$ cat config.mk
export PLATFORM = sky130hd
export DESIGN_NAME = ser_tx_arbiter
export DESIGN_NICKNAME = d
export VERILOG_FILES = /design/src/rtl/ser_tx_arbiter.sv
export SDC_FILE = /design/constraint.sdc
export NUM_CORES = 1
export LEC_CHECK = 0
export ABC_AREA = 1
export CAP_MARGIN = 20
export CORE_MARGIN = 3
export CORE_UTILIZATION = 44
export CTS_CLUSTER_SIZE = 30
export DETAILED_ROUTE_END_ITERATION = 8
export PLACE_DENSITY_LB_ADDON = 0.1
export REMOVE_ABC_BUFFERS = 1
export SLEW_MARGIN = 20
export SYNTH_ARGS = -nofsm -noshare
export SYNTH_HDL_FRONTEND = slang
export SYNTH_SLANG_ARGS = --single-unit
$ cat constraint.sdc
create_clock -name clk -period 1.64 [get_ports clk]
set_clock_uncertainty 0.05 [all_clocks]
set_input_delay 0.246 -clock clk [delete_from_list [all_inputs] [get_ports clk]]
set_output_delay 0.246 -clock clk [all_outputs]
set_load 0.02 [all_outputs]
$ cat src/rtl/ser_tx_arbiter.sv
// Round-robin arbiter/sequencer sharing one 4-bit serializer among NREQ nibble requesters.
// Optional WAIT abort timeout is compiled in with `define SER_TX_ARBITER_TIMEOUT_EN.
module ser_tx_arbiter #(
   parameter int unsigned NREQ    = 4,
   parameter int unsigned TIMEOUT = 16
) (
   input  logic              clk,
   input  logic              reset,
   input  logic [NREQ-1:0]   req,
   input  logic [4*NREQ-1:0] req_data,
   output logic [NREQ-1:0]   gnt,
   output logic [NREQ-1:0]   done,
   output logic              busy,
   output logic              ser_load,
   output logic [3:0]        ser_bits,
   input  logic              ser_finish,
   output logic              timeout_err
);

   localparam int unsigned PW = $clog2(NREQ);
   localparam int unsigned NW = 4;

   typedef enum logic [1:0] {IDLE, LOAD, WAIT, DONE} state_t;

   state_t        state;
   logic [PW-1:0] ptr;
   logic [PW-1:0] win;
   logic [PW-1:0] pick_c;
   logic [PW-1:0] cand_c;
   logic          pick_valid_c;
   logic          abort_c;

   if (NREQ < 2 || NREQ > 8 || TIMEOUT < 2 || TIMEOUT > 255) begin : g_param_check
      $error("ser_tx_arbiter: NREQ or TIMEOUT out of range");
   end

   // First requesting index at or above ptr, wrapping at NREQ-1
   always_comb begin
      pick_c       = '0;
      cand_c       = '0;
      pick_valid_c = 1'b0;
      for (int unsigned k = 0; k < NREQ; k++) begin
         cand_c = PW'((32'(ptr) + k) % NREQ);
         if (!pick_valid_c && req[cand_c]) begin
            pick_c       = cand_c;
            pick_valid_c = 1'b1;
         end
      end
   end

`ifdef SER_TX_ARBITER_TIMEOUT_EN
   logic [7:0] wait_cnt;

   assign abort_c = (state == WAIT) && !ser_finish && (wait_cnt == 8'(TIMEOUT));

   // WAIT-cycle counter; zero on every entry to WAIT, abort flag lands in DONE
   always_ff @(posedge clk or negedge reset) begin
      if (!reset) begin
         wait_cnt    <= '0;
         timeout_err <= 1'b0;
      end else begin
         timeout_err <= abort_c;
         if (state == WAIT) begin
            wait_cnt <= wait_cnt + 8'd1;
         end else begin
            wait_cnt <= '0;
         end
      end
   end
`else
   assign abort_c     = 1'b0;
   assign timeout_err = 1'b0;
`endif

   // Sequencer: every output is a register updated on the state transition
   always_ff @(posedge clk or negedge reset) begin
      if (!reset) begin
         state    <= IDLE;
         ptr      <= '0;
         win      <= '0;
         gnt      <= '0;
         done     <= '0;
         busy     <= 1'b0;
         ser_load <= 1'b0;
         ser_bits <= '0;
      end else begin
         case (state)
            IDLE: begin
               if (pick_valid_c) begin
                  state    <= LOAD;
                  win      <= pick_c;
                  gnt      <= NREQ'(1) << pick_c;
                  ser_load <= 1'b1;
                  ser_bits <= req_data[NW*32'(pick_c) +: NW];
                  busy     <= 1'b1;
               end
            end
            LOAD: begin
               // ser_finish still shows the previous transfer here, so it is not looked at
               state    <= WAIT;
               gnt      <= '0;
               ser_load <= 1'b0;
               ptr      <= (win == PW'(NREQ-1)) ? '0 : win + PW'(1);
            end
            WAIT: begin
               if (ser_finish || abort_c) begin
                  state <= DONE;
                  done  <= NREQ'(1) << win;
               end
            end
            DONE: begin
               state <= IDLE;
               done  <= '0;
               busy  <= 1'b0;
            end
            default: state <= IDLE;
         endcase
      end
   end

endmodule

# Word-level counts from Yosys, hierarchy flattened
# Cells that the tools add are included.
classes:
  addsub: 4
  n_mul: 0
  div: 0
  order_cmp: 4
  n_eq_ne: 6
  shift: 3
  muxes: 27
  bitwise_logic: 0
  reduce_logical: 15
ops:
  columns: ["op", "n"]
  rows:
  - ["$pmux 4 s2", 2]
  - ["$shiftx 16x5->4", 1]
  - ["$mux 2", 7]
  - ["$lt 2x3->1 const B", 4]
  - ["$reduce_and 2->1", 5]
  - ["$mux 1", 9]
  - ["$bmux 1 s2", 4]
  - ["$mux 4", 2]
  - ["$pmux 2 s4", 1]
  - ["$shl 1x2->4 const A", 2]
  - ["$eq 2x2->1 const B", 3]
  - ["$reduce_bool 2->1", 3]
  - ["$add 2x1->2 const B", 2]
  - ["$add 2x2->2 const B", 2]
  - ["$ne 2x2->1 const B", 2]
  - ["$pmux 1 s2", 2]
  - ["$logic_and 1x1->1", 3]
  - ["$logic_not 1->1", 3]
  - ["$eq 2x1->1 const B", 1]
  - ["$logic_not 2->1", 1]
totals:
  reg_bits: 20
  latch_bits: 0
  ramBits: 0
  rom_bits: 0
  inputBits: 23
  out_inout_bits: 15
  word_cells: 67
  mem_count: 0

# Depth between registers and ports, before layout
# Gate-level depths: netlist of the first run.
depth:
  ltp_word: 15
  depth_mapped: 16
  depth_no_buf: 15

# Worst setup path after synthesis of the first run
# No wires, ideal clock.
synth_path:
  kind: "register to register"
  start: "register ptr[0]"
  end: "register ser_bits[1]"
  setup_time_ns: 0.116
  t_arrival_ns: 1.501
  required_time_ns: 1.474
  setup_slack_ns: -0.027
  stages_incl_launch_ff: 17
  n_path_buf: 2
  synth_period_minus_slack_ns: 1.667
  cell_sequence: "dfrtp_1 -> buf_6 -> nand2_1 -> nand2_4 -> nand2_4 -> nand2_4 -> nor2_8 -> nand3_4 -> nand2_2 -> nand2_2 -> buf_6 -> nand2_1 -> nand2_1 -> nand2_1 -> nand2_1 -> nand2_1 -> nand2_1"
synth_between:
  elab_chain_len: 13
  elab_cells_between_ends: 27
  cone_classes: "add/sub (3); shift (1); mux (16); reduce/logical (7)"
synth_rtl:
  columns: ["element", "line", "text"]
  rows:
  - ["start: declaration", "26", "logic [PW-1:0] ptr;"]
  - ["start signal: assignment", "103", "ptr <= (win == PW'(NREQ-1)) ? '0 : win + PW'(1);"]
  - ["parallel branches: the longest is 13 deep, another holds $add 2x1->2", null, null]
  - ["end signal: assignment", "94", "ser_bits <= req_data[NW*32'(pick_c) +: NW];"]
  - ["end: declaration", "15", "output logic [3:0] ser_bits,"]
# Parallel ways; which one is timed is not known. The select of a mux whose other input is x is not followed.
# A chain may end at the register's enable or synchronous reset.

# Worst setup path in the final report of the first run
# Same ends and word-level chain as after synthesis.

==> results of run 1 <==
## registers in the layout (all words and copies together), names as in the netlist
register and count:
gnt 4, ptr 2, state 2, busy 1, done 4, ser_load 1, ser_bits 4, win 2
## critical path, cell delays in order (launching register included)
cell and delay [ns]:
dfrtp_2 0.48, inv_4 0.12, nand2_1 0.12, nand3_1 0.10
nand2_2 0.08, a21oi_2 0.15, nand2_2 0.12, buf_6 0.15
nand3_1 0.08, nand2_1 0.07, nand2_1 0.07, nand2_2 0.05
nand2_1 0.06, nand2_1 0.05
## worst paths after layout
path | startpoint | to | slack, ns
min | reset | gnt[0] | 0.22
min in group clk | ser_bits[1] | ser_bits[1] | 0.44
min reg2reg | ser_bits[1] | ser_bits[1] | 0.44
max in group asynchronous | reset | ptr[0] | 1.10
max reg2reg | ptr[0] | ser_bits[1] | -0.22
max | ptr[0] | ser_bits[1] | -0.22
## cells by family after synthesis
kind of cell / count (synthesis) / synth area share, %
fa+ha+maj: 9 / 7.63
compound gates: 23 / 8.40
simple gates: 115 / 39.1
buf+inv: 34 / 10.7
other cells: 1 / 0.254
flops: 20 / 33.9
## area by class of cell
type | count | share of cell area [%]
flip-flops and latches | 20 | 23.2
repair buffers | 61 | 26.5
multi-input cells | 148 | 41.4
clock buffers | 3 | 1.04
inverters | 29 | 5.27
well taps | 44 | 2.55
## where the power goes
part / internal, mW / total, mW / switching [mW]
Sequential: 0.714 / 0.874 / 0.160
Clock: 0.0858 / 0.227 / 0.141
Combinational: 1.67 / 3.81 / 2.14
## cell usage in the layout, fill, tap and decap left out, types with 7 or more instances in the layout
| master | instances |
|---|---|
| buf_4 | 20 |
| clkdlybuf4s50_1 | 34 |
| dfrtp_1 | 19 |
| ha_1 | 9 |
| inv_1 | 23 |
| nand2_1 | 63 |
| nand2_2 | 14 |
| nand2_4 | 8 |
| nand3_1 | 17 |
| o21ai_0 | 7 |
| o21ai_1 | 9 |
## metal layers
metal  vias to the layer above  track usage, %
met5                         -               0
met4                         0            6.47
met3                         5            2.11
met2                        29            29.4
met1                       646            25.2
li1                        754               -
## timing repair
action | CTS | global route
buffers inserted | 3 | 0
setup endpoints to repair | 14 | 15
pin swaps | 7 | 2
cloned | 1 | 0
resized for setup | 26 | 13
==> results.json, run 1 <==
{
  "reg2reg_depth": 13,
  "antenna_found_initial": 0,
  "maxCapViolCount": 0,
  "violations": "negative setup slack",
  "die_w_um": 63.9,
  "yosys-top-cells-area": "dfrtp_1, nand2_1, ha_1",
  "drive_gt1_share_pct": 27.6,
  "multi_input_area_um2": 895,
  "area_delta_synth_final_pct": 46.4,
  "ys_types": 25,
  "place_congestion": 0.824,
  "fp-row-count": 20,
  "worst_skew_pair.late_latency_ns": 0.30,
  "wire_per_inst_um": 11.1,
  "post_dp_cell_area_um2": 2000,
  "yosysMostFrequentCell": "nand2_1",
  "n_antenna_cell": 0,
  "postCtsHoldBufs": 0,
  "period_share_pct": 113,
  "cp.required_ns": 1.79,
  "utilization_pct": 69.0,
  "numPortBuffers": 36,
  "timing.final.ws_setup_ns": -0.216,
  "numCtsBuffers": 3,
  "setup_viol": 14,
  "rsz0062_at_grt": "true",
  "slew_violations": 0,
  "seq_area_frac_synth_pct": 33.9,
  "postRouteAntennaNets": 0,
  "crit_arrival_ns": 2.00,
  "yosys_warnings": 0,
  "coreArea_um2": 3130,
  "worstSetupStartpointType": "register",
  "synth_area_um2": 1480,
  "cts_tree": "yes",
  "critPathMaxFanout": 9,
  "syn_area_per_cell_um2": 7.30,
  "htreeDepth": 1,
  "synth-seq-cells": 20,
  "dpl_worst_slack_ns": -0.465,
  "p_leak_nw": 1.10,
  "yosys.area.top_type_share_pct": 33.9,
  "synthArstFlopShare_pct": 100,
  "route.top_layer_used": "met4",
  "drc": 0,
  "nets": 295,
  "fin_crit_ns": 1.86,
  "start_util_pct": 47.2,
  "fmax_mhz": 539,
  "fin_cells": 305,
  "yosys.area.top_type": "dfrtp_1",
  "grt_overflow": 0,
  "hpwl_um": 2580,
  "grt_max_degree": 21,
  "synth_cells": 202,
  "via_count": 1434,
  "cts_sinks": 20,
  "synthTopCellsByCount": "nand2_1, inv_1, dfrtp_1, nand3_1, o21ai_0",
  "grt_pass1_vias": 1371,
  "wl_met3_um": 103,
  "root_buffer": "clkbuf_4",
  "clk_pin_slew_ns": 0.10,
  "end_kind": "register",
  "wl_met1_um": 1690,
  "status": "finished, violations left",
  "holdWs_ns": 0.219,
  "via_per_inst": 4.70,
  "hp-class": "in -> async",
  "dominantRegCellSynth": "dfrtp_1",
  "synth-edff-count": 0,
  "clockBufferDepth": 2,
  "setup_tns_ns": -2.01,
  "drt_iter0_markers": 78,
  "hold_viol": 0,
  "total_power_mw": 4.91,
  "dp_cells": 298,
  "grt_usage_pct": 18.3,
  "fill_cells": 279,
  "grt_pass1_wl_um": 6070,
  "ir_drop_mv": 1.29,
  "fin_area_um2": 2160,
  "seq_area_um2": 502,
  "chipHeight_um": 63.9,
  "finalWirelength_um": 3390,
  "first_pass_iters": 4,
  "pin_count": 38,
  "p_per_area_nw_per_um2": 2280,
  "path_class": "reg -> reg",
  "wl_met2_um": 1550,
  "dieArea_um2": 4080
}
No activity file was read; power rests on OpenSTA's default activity.
==> run 2: changes to the inputs <==
==> constraint.sdc (replaced) <==
create_clock -name clk -period 1.64 [get_ports clk]
set_clock_uncertainty 0.05 [all_clocks]
set_input_delay 0.246 -clock clk [delete_from_list [all_inputs] [get_ports clk]]
set_output_delay 0.246 -clock clk [all_outputs]
set_load 0.01 [all_outputs]
==> run 2 against run 1 <==
- fmax about the same
- critical path type unchanged
- the run still ends with negative setup slack left
- cell count unchanged
- hold slack about the same
- clock power about the same
- routed wire length unchanged
- sequential power about the same
- core utilization decreased by 0.16 points
==> results.json, run 2 (synthesis results as in run 1) <==
{
  "startpoint": "ptr[0]",
  "cts_sinks": 20,
  "path_depth": 13,
  "max_stage_delay_ns": 0.48,
  "root_buffer": "clkbuf_4",
  "clockBufferDepth": 2,
  "postCtsHoldBufs": 0,
  "wire_per_inst_um": 11.1,
  "cp_common_cell": "nand2_1",
  "fp-row-count": 20,
  "postRouteAntennaNets": 0,
  "final_cell_mix": "nand2_1, clkdlybuf4s50_1, inv_1",
  "seq_area_um2": 502,
  "end_kind": "register",
  "slew_violations": 0,
  "worstPathCellList": "inv_4 > nand2_1 > nand3_1 > nand2_2 > a21oi_2 > nand2_2 > buf_6 > nand3_1 > nand2_1 > nand2_1 > nand2_2 > nand2_1 > nand2_1",
  "holdWs_ns": 0.219,
  "pin_count": 38,
  "place_congestion": 0.824,
  "multi_input_area_um2": 895,
  "crit_arrival_ns": 2.00,
  "finalWirelength_um": 3390,
  "clk_pin_slew_ns": 0.10,
  "status": "finished, violations left",
  "fin_cells": 305,
  "fmax_mhz": 539,
  "numPortBuffers": 36,
  "chipHeight_um": 63.9,
  "worst_skew_pair.late_latency_ns": 0.30,
  "ir_drop_mv": 1.29,
  "regToRegEndpoint": "ser_bits[1]",
  "hpwl_um": 2580,
  "grt_max_degree": 21,
  "worstSetupStartpointType": "register",
  "nets": 295,
  "numCtsBuffers": 3,
  "hp-class": "in -> async",
  "coreArea_um2": 3130,
  "top_regs": "done: 4 flops, gnt: 4 flops, ser_bits: 4 flops",
  "cp.required_ns": 1.79,
  "maxCapViolCount": 0,
  "htreeDepth": 1,
  "via_per_inst": 4.70,
  "via_count": 1434,
  "timing.final.ws_setup_ns": -0.216,
  "cts_tree": "yes",
  "fill_cells": 280,
  "reg2reg_from": "ptr[0]",
  "grt_overflow": 0,
  "dp_cells": 298,
  "area_delta_synth_final_pct": 46.1,
  "first_pass_iters": 4,
  "drive_gt1_share_pct": 27.6,
  "grt_pass1_wl_um": 6070,
  "path_class": "reg -> reg",
  "cp_top_family": "simple AND/OR/NAND/NOR gates",
  "dieArea_um2": 4080,
  "layout_commonest_cell": "nand2_1",
  "r2r_slack_ns": -0.22,
  "crit_buf_inv": 2,
  "fin_crit_ns": 1.86,
  "p_per_area_nw_per_um2": 2240,
  "start_util_pct": 47.2,
  "violations": "negative setup slack",
  "die_w_um": 63.9,
  "setup_tns_ns": -2.01,
  "slowest_stage": "dfrtp_2",
  "drc": 0,
  "hold_viol": 0,
  "reg2reg_depth": 13,
  "grt_pass1_vias": 1371,
  "n_antenna_cell": 0,
  "setup.worst_path.end": "ser_bits[1]",
  "drt_iter0_markers": 96,
  "setup_viol": 14,
  "grt_usage_pct": 18.3,
  "p_leak_nw": 1.08,
  "rsz0062_at_grt": "true",
  "period_share_pct": 113,
  "antenna_found_initial": 0,
  "critPathMaxFanout": 9
}
[run 2: cell types whose count changed in the layout (fill, tap and decap cells not counted), sizes merged]
| cell | previous run | this run |
|---|---|---|
| clkdlybuf4s50 | 34 | 36 |
| dlymetal6s2s | 2 | 0 |
[run 2: cell type report]
cell class / instances / area share, %
well taps: 44 / 2.56
multi-input cells: 148 / 41.5
clock buffers: 3 / 1.05
repair buffers: 61 / 26.3
inverters: 29 / 5.28
flip-flops and latches: 20 / 23.3
[run 2: through the flow]
| stage | util (%) | total power [mW] | worst slack, ns | instance area (µm²) |
|---|---|---|---|---|
| final | 68.9 | 4.82 | -0.216 | 2150 |
| after global routing | 68.9 | 5.34 | -0.372 | 2150 |
| after CTS | 68.3 | 4.74 | -0.175 | 2140 |
| after detailed placement | 64.0 | 4.12 | -0.465 | 2000 |
| after global placement | 64.0 | 4.11 | -0.438 | 2000 |
| after floorplan | - | 2.87 | -0.247 | 1430 |
[run 2: power by group]
| part | leakage, nW | switching [mW] | internal, mW |
|---|---|---|---|
| registers | 0.253 | 0.161 | 0.714 |
| logic | 0.813 | 2.05 | 1.67 |
| clock network | 0.0138 | 0.141 | 0.0858 |
[run 2: how the worst min path moves through the flow]
stage | end | start | depth (start not counted)
after floorplan | busy | reset | 0
after global placement | ser_bits[3] | ser_bits[3] | 2
after detailed placement | ser_bits[1] | ser_bits[1] | 2
after CTS | gnt[0] | reset | 2
after global routing | ser_bits[2] | reset | 2
final | gnt[0] | reset | 2
[run 2: what timing repair did]
item / CTS / global route
hold endpoints to repair: 0 / 0
pin swaps: 7 / 2
setup buffers: 3 / 0
resized for setup: 26 / 11
gates cloned: 1 / 0
setup endpoints to repair: 14 / 14
[run 2: layer usage]
layer / GRT usage (%) / wire [µm] / vias to the layer above
met3: 2.11 / 98 / 5
met1: 25.2 / 1690 / 646
met4: 6.47 / 55 / 0
met2: 29.4 / 1550 / 29
met5: 0 / 0 / -
li1: - / - / 754
